==> config.mk <==
export PLATFORM = sky130hd
export DESIGN_NAME = qdiv_seq
export DESIGN_NICKNAME = d
export VERILOG_FILES = /design/src/rtl/qdiv_seq_pkg.sv /design/src/rtl/qdiv_seq_absval.sv /design/src/rtl/qdiv_seq.sv
export SDC_FILE = /design/constraint.sdc
export NUM_CORES = 1
export LEC_CHECK = 0
export ABC_AREA = 1
export CAP_MARGIN = 20
export CORE_ASPECT_RATIO = 1.2
export CORE_UTILIZATION = 50
export CTS_CLUSTER_SIZE = 10
export DETAILED_ROUTE_END_ITERATION = 16
export GPL_TIMING_DRIVEN = 0
export PLACE_DENSITY = 0.71
export SLEW_MARGIN = 30
export SYNTH_ARGS = -nofsm -noshare
export SYNTH_HDL_FRONTEND = slang
export SYNTH_SLANG_ARGS = --single-unit
==> constraint.sdc <==
create_clock -name clk -period 6.6 [get_ports clk]
set_clock_uncertainty 0.05 [all_clocks]
set_input_delay 1.32 -clock clk [delete_from_list [all_inputs] [get_ports clk]]
set_output_delay 1.32 -clock clk [all_outputs]
set_load 0.05 [all_outputs]
==> src/rtl/qdiv_seq_pkg.sv <==
// Shared definitions for the sequential Q-format divider: defaults, FSM encoding
// and saturation limits.
package qdiv_seq_pkg;

  localparam int Q_DEF = 18;
  localparam int N_DEF = 32;

  typedef enum logic [1:0] {
    IDLE = 2'd0,
    CALC = 2'd1,
    DONE = 2'd2
  } state_e;

  localparam logic [N_DEF-1:0] QMAX = {1'b0, {(N_DEF-1){1'b1}}};
  localparam logic [N_DEF-1:0] QMIN = {1'b1, {(N_DEF-1){1'b0}}};

endpackage

==> src/rtl/qdiv_seq_absval.sv <==
// Two's complement to sign + unsigned magnitude; the most negative input maps
// to 2^(N-1) exactly.
module q_absval
  import qdiv_seq_pkg::*;
#(
  parameter int N = N_DEF
) (
  input  logic [N-1:0] x_i,
  output logic [N-1:0] mag_o,
  output logic         sign_o
);

  assign sign_o = x_i[N-1];
  assign mag_o  = sign_o ? (~x_i + 1'b1) : x_i;

endmodule

==> src/rtl/qdiv_seq.sv <==
// Sign-magnitude restoring divider for signed Q-format words, one quotient bit
// per clock, with saturation and divide-by-zero flags.
module qdiv_seq
  import qdiv_seq_pkg::*;
#(
  parameter int Q = Q_DEF,
  parameter int N = N_DEF
) (
  input  logic         clk,
  input  logic         rst,
  input  logic         i_start,
  input  logic [N-1:0] i_dividend,
  input  logic [N-1:0] i_divisor,
  output logic         o_busy,
  output logic         o_valid,
  output logic [N-1:0] o_quotient,
  output logic         o_ovr,
  output logic         o_dbz
);

  localparam int W  = N + Q;
  localparam int CW = $clog2(W);
  localparam logic [CW-1:0] CNT_INIT = CW'(W - 1);
  localparam logic [N-1:0] SAT_P = (N == N_DEF) ? N'(QMAX) : {1'b0, {(N-1){1'b1}}};
  localparam logic [N-1:0] SAT_N = (N == N_DEF) ? N'(QMIN) : {1'b1, {(N-1){1'b0}}};

  state_e        state_q, state_d;
  logic [W-1:0]  dvd_q, dvd_d;   // dividend shifts out the top, quotient bits shift in at the bottom
  logic [N-1:0]  rem_q, rem_d;
  logic [N-1:0]  dsr_q, dsr_d;
  logic [CW-1:0] cnt_q, cnt_d;
  logic          sign_q, sign_d;
  logic [N-1:0]  quo_q, quo_d;
  logic          ovr_q, ovr_d, dbz_q, dbz_d, vld_q, vld_d;

  logic [N-1:0] a_mag, b_mag;
  logic         a_neg, b_neg;

  q_absval #(.N(N)) u_abs_a (.x_i(i_dividend), .mag_o(a_mag), .sign_o(a_neg));
  q_absval #(.N(N)) u_abs_b (.x_i(i_divisor),  .mag_o(b_mag), .sign_o(b_neg));

  // The kept remainder is always below the divisor, so N bits hold it; the
  // shifted compare operand needs N+1 so the compare never wraps.
  logic [N:0]   rem_sh;
  logic         ge;
  logic [N-1:0] rem_sub;
  logic         mag_ovr;
  logic [N-1:0] mag_lo;

  assign rem_sh  = {rem_q, dvd_q[W-1]};
  assign ge      = rem_sh >= {1'b0, dsr_q};
  assign rem_sub = rem_sh[N-1:0] - dsr_q;
  assign mag_ovr = |dvd_q[W-1:N-1];
  assign mag_lo  = dvd_q[N-1:0];

  always_comb begin
    state_d = state_q;
    dvd_d   = dvd_q;
    rem_d   = rem_q;
    dsr_d   = dsr_q;
    cnt_d   = cnt_q;
    sign_d  = sign_q;
    quo_d   = quo_q;
    ovr_d   = ovr_q;
    dbz_d   = dbz_q;
    vld_d   = 1'b0;
    unique case (state_q)
      IDLE: begin
        if (i_start) begin
          sign_d  = a_neg ^ b_neg;
          dsr_d   = b_mag;
          dvd_d   = {a_mag, {Q{1'b0}}};
          rem_d   = '0;
          cnt_d   = CNT_INIT;
          state_d = (b_mag == '0) ? DONE : CALC;
        end
      end
      CALC: begin
        rem_d = ge ? rem_sub : rem_sh[N-1:0];
        dvd_d = {dvd_q[W-2:0], ge};
        cnt_d = cnt_q - CW'(1);
        if (cnt_q == '0) state_d = DONE;
      end
      DONE: begin
        vld_d   = 1'b1;
        state_d = IDLE;
        dbz_d   = (dsr_q == '0);
        ovr_d   = 1'b1;
        // With a zero divisor the sign flag is the dividend sign and dvd_q
        // still holds |dividend|<<Q.
        if (dsr_q == '0)
          quo_d = (dvd_q == '0) ? '0 : (sign_q ? SAT_N : SAT_P);
        else if (mag_ovr)
          quo_d = sign_q ? SAT_N : SAT_P;
        else begin
          ovr_d = 1'b0;
          quo_d = sign_q ? -mag_lo : mag_lo;
        end
      end
      default: state_d = IDLE;
    endcase
  end

  always_ff @(posedge clk) begin
    if (rst) begin
      state_q <= IDLE;
      dvd_q   <= '0;
      rem_q   <= '0;
      dsr_q   <= '0;
      cnt_q   <= '0;
      sign_q  <= 1'b0;
      quo_q   <= '0;
      ovr_q   <= 1'b0;
      dbz_q   <= 1'b0;
      vld_q   <= 1'b0;
    end else begin
      state_q <= state_d;
      dvd_q   <= dvd_d;
      rem_q   <= rem_d;
      dsr_q   <= dsr_d;
      cnt_q   <= cnt_d;
      sign_q  <= sign_d;
      quo_q   <= quo_d;
      ovr_q   <= ovr_d;
      dbz_q   <= dbz_d;
      vld_q   <= vld_d;
    end
  end

  assign o_busy     = (state_q != IDLE);
  assign o_valid    = vld_q;
  assign o_quotient = quo_q;
  assign o_ovr      = ovr_q;
  assign o_dbz      = dbz_q;

endmodule

==> results.py <==
metrics = {
    "run_status": {
        "status": "complete, no violations",
    },
    "yosys": {
        "synth-simple-area-share_pct": 36.5,
        "synth_top_area_share_pct": 27.9,
        "netlist_instances": 1845,
        "synth_area_leaders": "dfxtp_1 (28%), nand2_1 (15%), a21oi_1 (8.1%)",
        "synth_top_family_by_area": "simple AND/OR/NAND/NOR gates",
        "ys_ff_latch": 158,
        "synth-xor-area-share_pct": 3.32,
        "synth_top_area_cell": "dfxtp_1",
        "synth_warnings": 0,
        "yosys.cell_types.count": 48,
        "synth_nets": 1950,
        "syn_area_um2": 11400,
        "synth_mux_area_share_pct": 0,
        "synth_fa_ha_area_share_pct": 4.25,
        "synth-compound-area-share_pct": 18.1,
        "synth_seq_area_share_pct": 27.9,
        "avgSynthCellArea_um2": 6.15,
    },
    "layout": {
        "syn2layout_area_growth_pct": 16.9,
        "fin_cells": 2255,
        "fill_cells": 2271,
        "drive_gt1_share_pct": 4.91,
        "diodes": 0,
        "multi_input_area_um2": 7060,
        "layout_commonest_cell": "nand2_1",
        "final_net_count": 2068,
        "layout_common_cells": "nand2_1 (439), inv_1 (199), nor2_1 (192)",
        "regArea_um2": 3160,
    },
    "grt": {
        "antenna_found_initial": 0,
        "grt_pass1_vias": 11800,
        "grt_pass1_wl_um": 59900,
        "overflow": 0,
        "grt_max_degree": 17,
        "grt_usage_pct": 32.3,
    },
    "placement": {
        "hpwl_um": 29600,
        "gp_congestion": 0.968,
        "place_ws_ps": 2710,
        "dpl.cell_count": 2223,
        "port_buffers": 99,
    },
    "critical_path": {
        "cp-start-kind": "input pin",
        "critPathSlowestCell": "clkdlybuf4s50_1",
        "crit_fanout": 8,
        "max_stage_delay_ps": 480,
        "critPathCaptureType": "register",
        "path_cells": "clkdlybuf4s50_1 -> inv_1 -> ha_1 -> nand3_1 -> nor2_1 -> nand2_1 -> nand2_1 -> nand3_1 -> nand2_1 -> nand2_1 -> nor2_1 -> nand2_1 -> nor2_1 -> nand3_1 -> nand2_1 -> a21oi_1",
        "crit_type": "input pin to register",
        "crit_arrival_ps": 3730,
        "worst_path_most_repeated_cell": "nand2_1",
        "cp_data_required_time_ps": 6850,
    },
    "clock_network": {
        "clock_path_buffers": 2,
        "cts_tree": "done",
        "clock-sinks": 158,
        "cts_buffers": 17,
        "cts_root_buf": "clkbuf_16",
        "cts_setup_buffers": 0,
        "insertion_delay_ps": 430,
        "htree_levels": 4,
        "clk_pin_slew_worst_paths_ps": 70,
        "ctsHoldBuffers": 0,
        "cts-resized-gates": 0,
    },
    "power_and_ir_drop": {
        "power_frac_seq_pct": 30.2,
        "combPwrFrac_pct": 42.3,
        "power_per_cell_area_nw_per_um2": 274,
        "power_mw": 3.64,
        "intPower_mw": 2.13,
        "clkPwrFrac_pct": 27.5,
        "sw_frac_of_total_pct": 41.4,
        "ir_worst_vdd_mv": 0.187,
        "power_switching_mw": 1.51,
        "cellLeakagePower_nw": 6.01,
    },
    "sta": {
        "fmax_ghz": 0.287,
        "setup_slack_ps": 3120,
        "drv_slew": 0,
        "worstMarginPinSlew_ps": 812,
        "period_share_pct": 52.7,
        "rsz0062_at_grt": "false",
        "finalWorstPathRequiredPeriod_ps": 3480,
        "slew-limit-headroom_pct": 45.8,
        "fin_setup_tns_ps": 0,
        "setup_viol": 0,
        "hold_viol": 0,
    },
    "floorplanning": {
        "die_y_um": 167,
        "die_x_um": 140,
        "ios": 103,
        "initial_utilization_pct": 50.8,
        "fp.dieArea_um2": 23300,
        "core_um2": 22400,
        "fp-row-count": 60,
    },
    "hold_path": {
        "hold_class": "register to register",
    },
    "routing": {
        "drc_errors": 0,
        "vias_per_cell": 5.53,
        "wl_per_cell_um": 16.6,
        "ant_nets": 0,
        "first_pass_iters": 6,
        "initialDrtViolationCount": 948,
        "via_count": 12500,
        "routed_wirelength_um": 37400,
    },
    "run": {
        "drv_cap": 0,
    },
}
-- routing by layer --
metal  part of all wire, %  up-vias  track usage (%)  routed length, µm
met5                     0        -                0                  0
met4                   3.6        0             14.0               1360
met3                   4.8       76             4.03               1790
met2                    49      352             57.6              18200
met1                    43     5709             38.9              16000
li1                      -     6339                -                  -
-- power by group through the flow --
| stage | combinational (mW) | clock [mW] | sequential [mW] |
|---|---|---|---|
| after CTS | 1.52 | 1.01 | 1.10 |
| after floorplan | 1.07 | 0 | 1.14 |
| after global routing | 1.70 | 1.05 | 1.11 |
| final | 1.54 | 1.00 | 1.10 |
| after detailed placement | 1.51 | 0 | 1.12 |
| after global placement | 1.50 | 0 | 1.12 |
-- logic make-up after synthesis --
kind of cell	count (synthesis)
buffers and inverters	288
adders and majority gates	38
AOI/OAI and AO/OA	381
DFF	158
xor gates and xnor gates	43
and+or+nand+nor	937
-- metrics by stage --
step                util (%)  hold WS, ps  area (µm²)
finish                  59.4          416       13300
global route            59.4          455       13300
CTS                     59.4          417       13300
detailed placement      56.8          407       12700
global placement        56.8          403       12700
floorplan                  -          391       11400
-- layout make-up --
type,instances,share of cell area (%)
Clock buffer,19,3.26
Multi-Input combinational cell,1399,53.2
Timing Repair Buffer,99,7.46
Sequential cell,158,23.8
Tap cell,279,2.63
Inverter,212,5.99
Buffer,76,2.54
Clock inverter,13,1.13
-- registers in the layout (all words and copies together) (netlist names), 2 cells and up --
signal      flops
dvd_q          50
dsr_q          32
o_quotient     32
rem_q          32
cnt_q           6
state_q         2
-- critical path, delay by kind of cell --
family | cells | cell delay [ps]
compound gates | 1 | 70
fa+ha+maj | 1 | 190
buf+inv | 2 | 610
simple gates | 12 | 1530
-- final timing paths --
path / from / end / cells past startpoint / slack [ps]
worst max register to register: dvd_q[49] / rem_q[28] / 12 / 3900
worst max-delay path: i_divisor[0] / state_q[0] / 16 / 3120
worst min-delay path: cnt_q[1] / cnt_q[1] / 2 / 420
worst min register to register: cnt_q[1] / cnt_q[1] / 2 / 420
-- cell usage after synthesis, drive strengths merged --
| cell | instances |
|---|---|
| buf | 26 |
| xor2 | 24 |
| nand3b | 34 |
| nand3 | 165 |
| a21o | 4 |
| o211ai | 9 |
| fa | 1 |
| nor3b | 3 |
| o31ai | 3 |
| and2 | 1 |
| clkinv | 3 |
| nor3 | 27 |
| and3 | 1 |
| nand4 | 30 |
| o21bai | 4 |
| a22oi | 11 |
| a211oi | 4 |
| inv | 209 |
| o21a | 3 |
| o221ai | 2 |
| or3 | 1 |
| o21ai | 135 |
| ha | 37 |
| clkbuf | 50 |
| dfxtp | 158 |
| nand2 | 452 |
| a21oi | 184 |
| nor2 | 199 |
| a31oi | 21 |
| xnor2 | 19 |
| o22ai | 1 |
| or2 | 14 |
| nor4 | 10 |
Note: power is estimated with default switching activity, not from simulation.
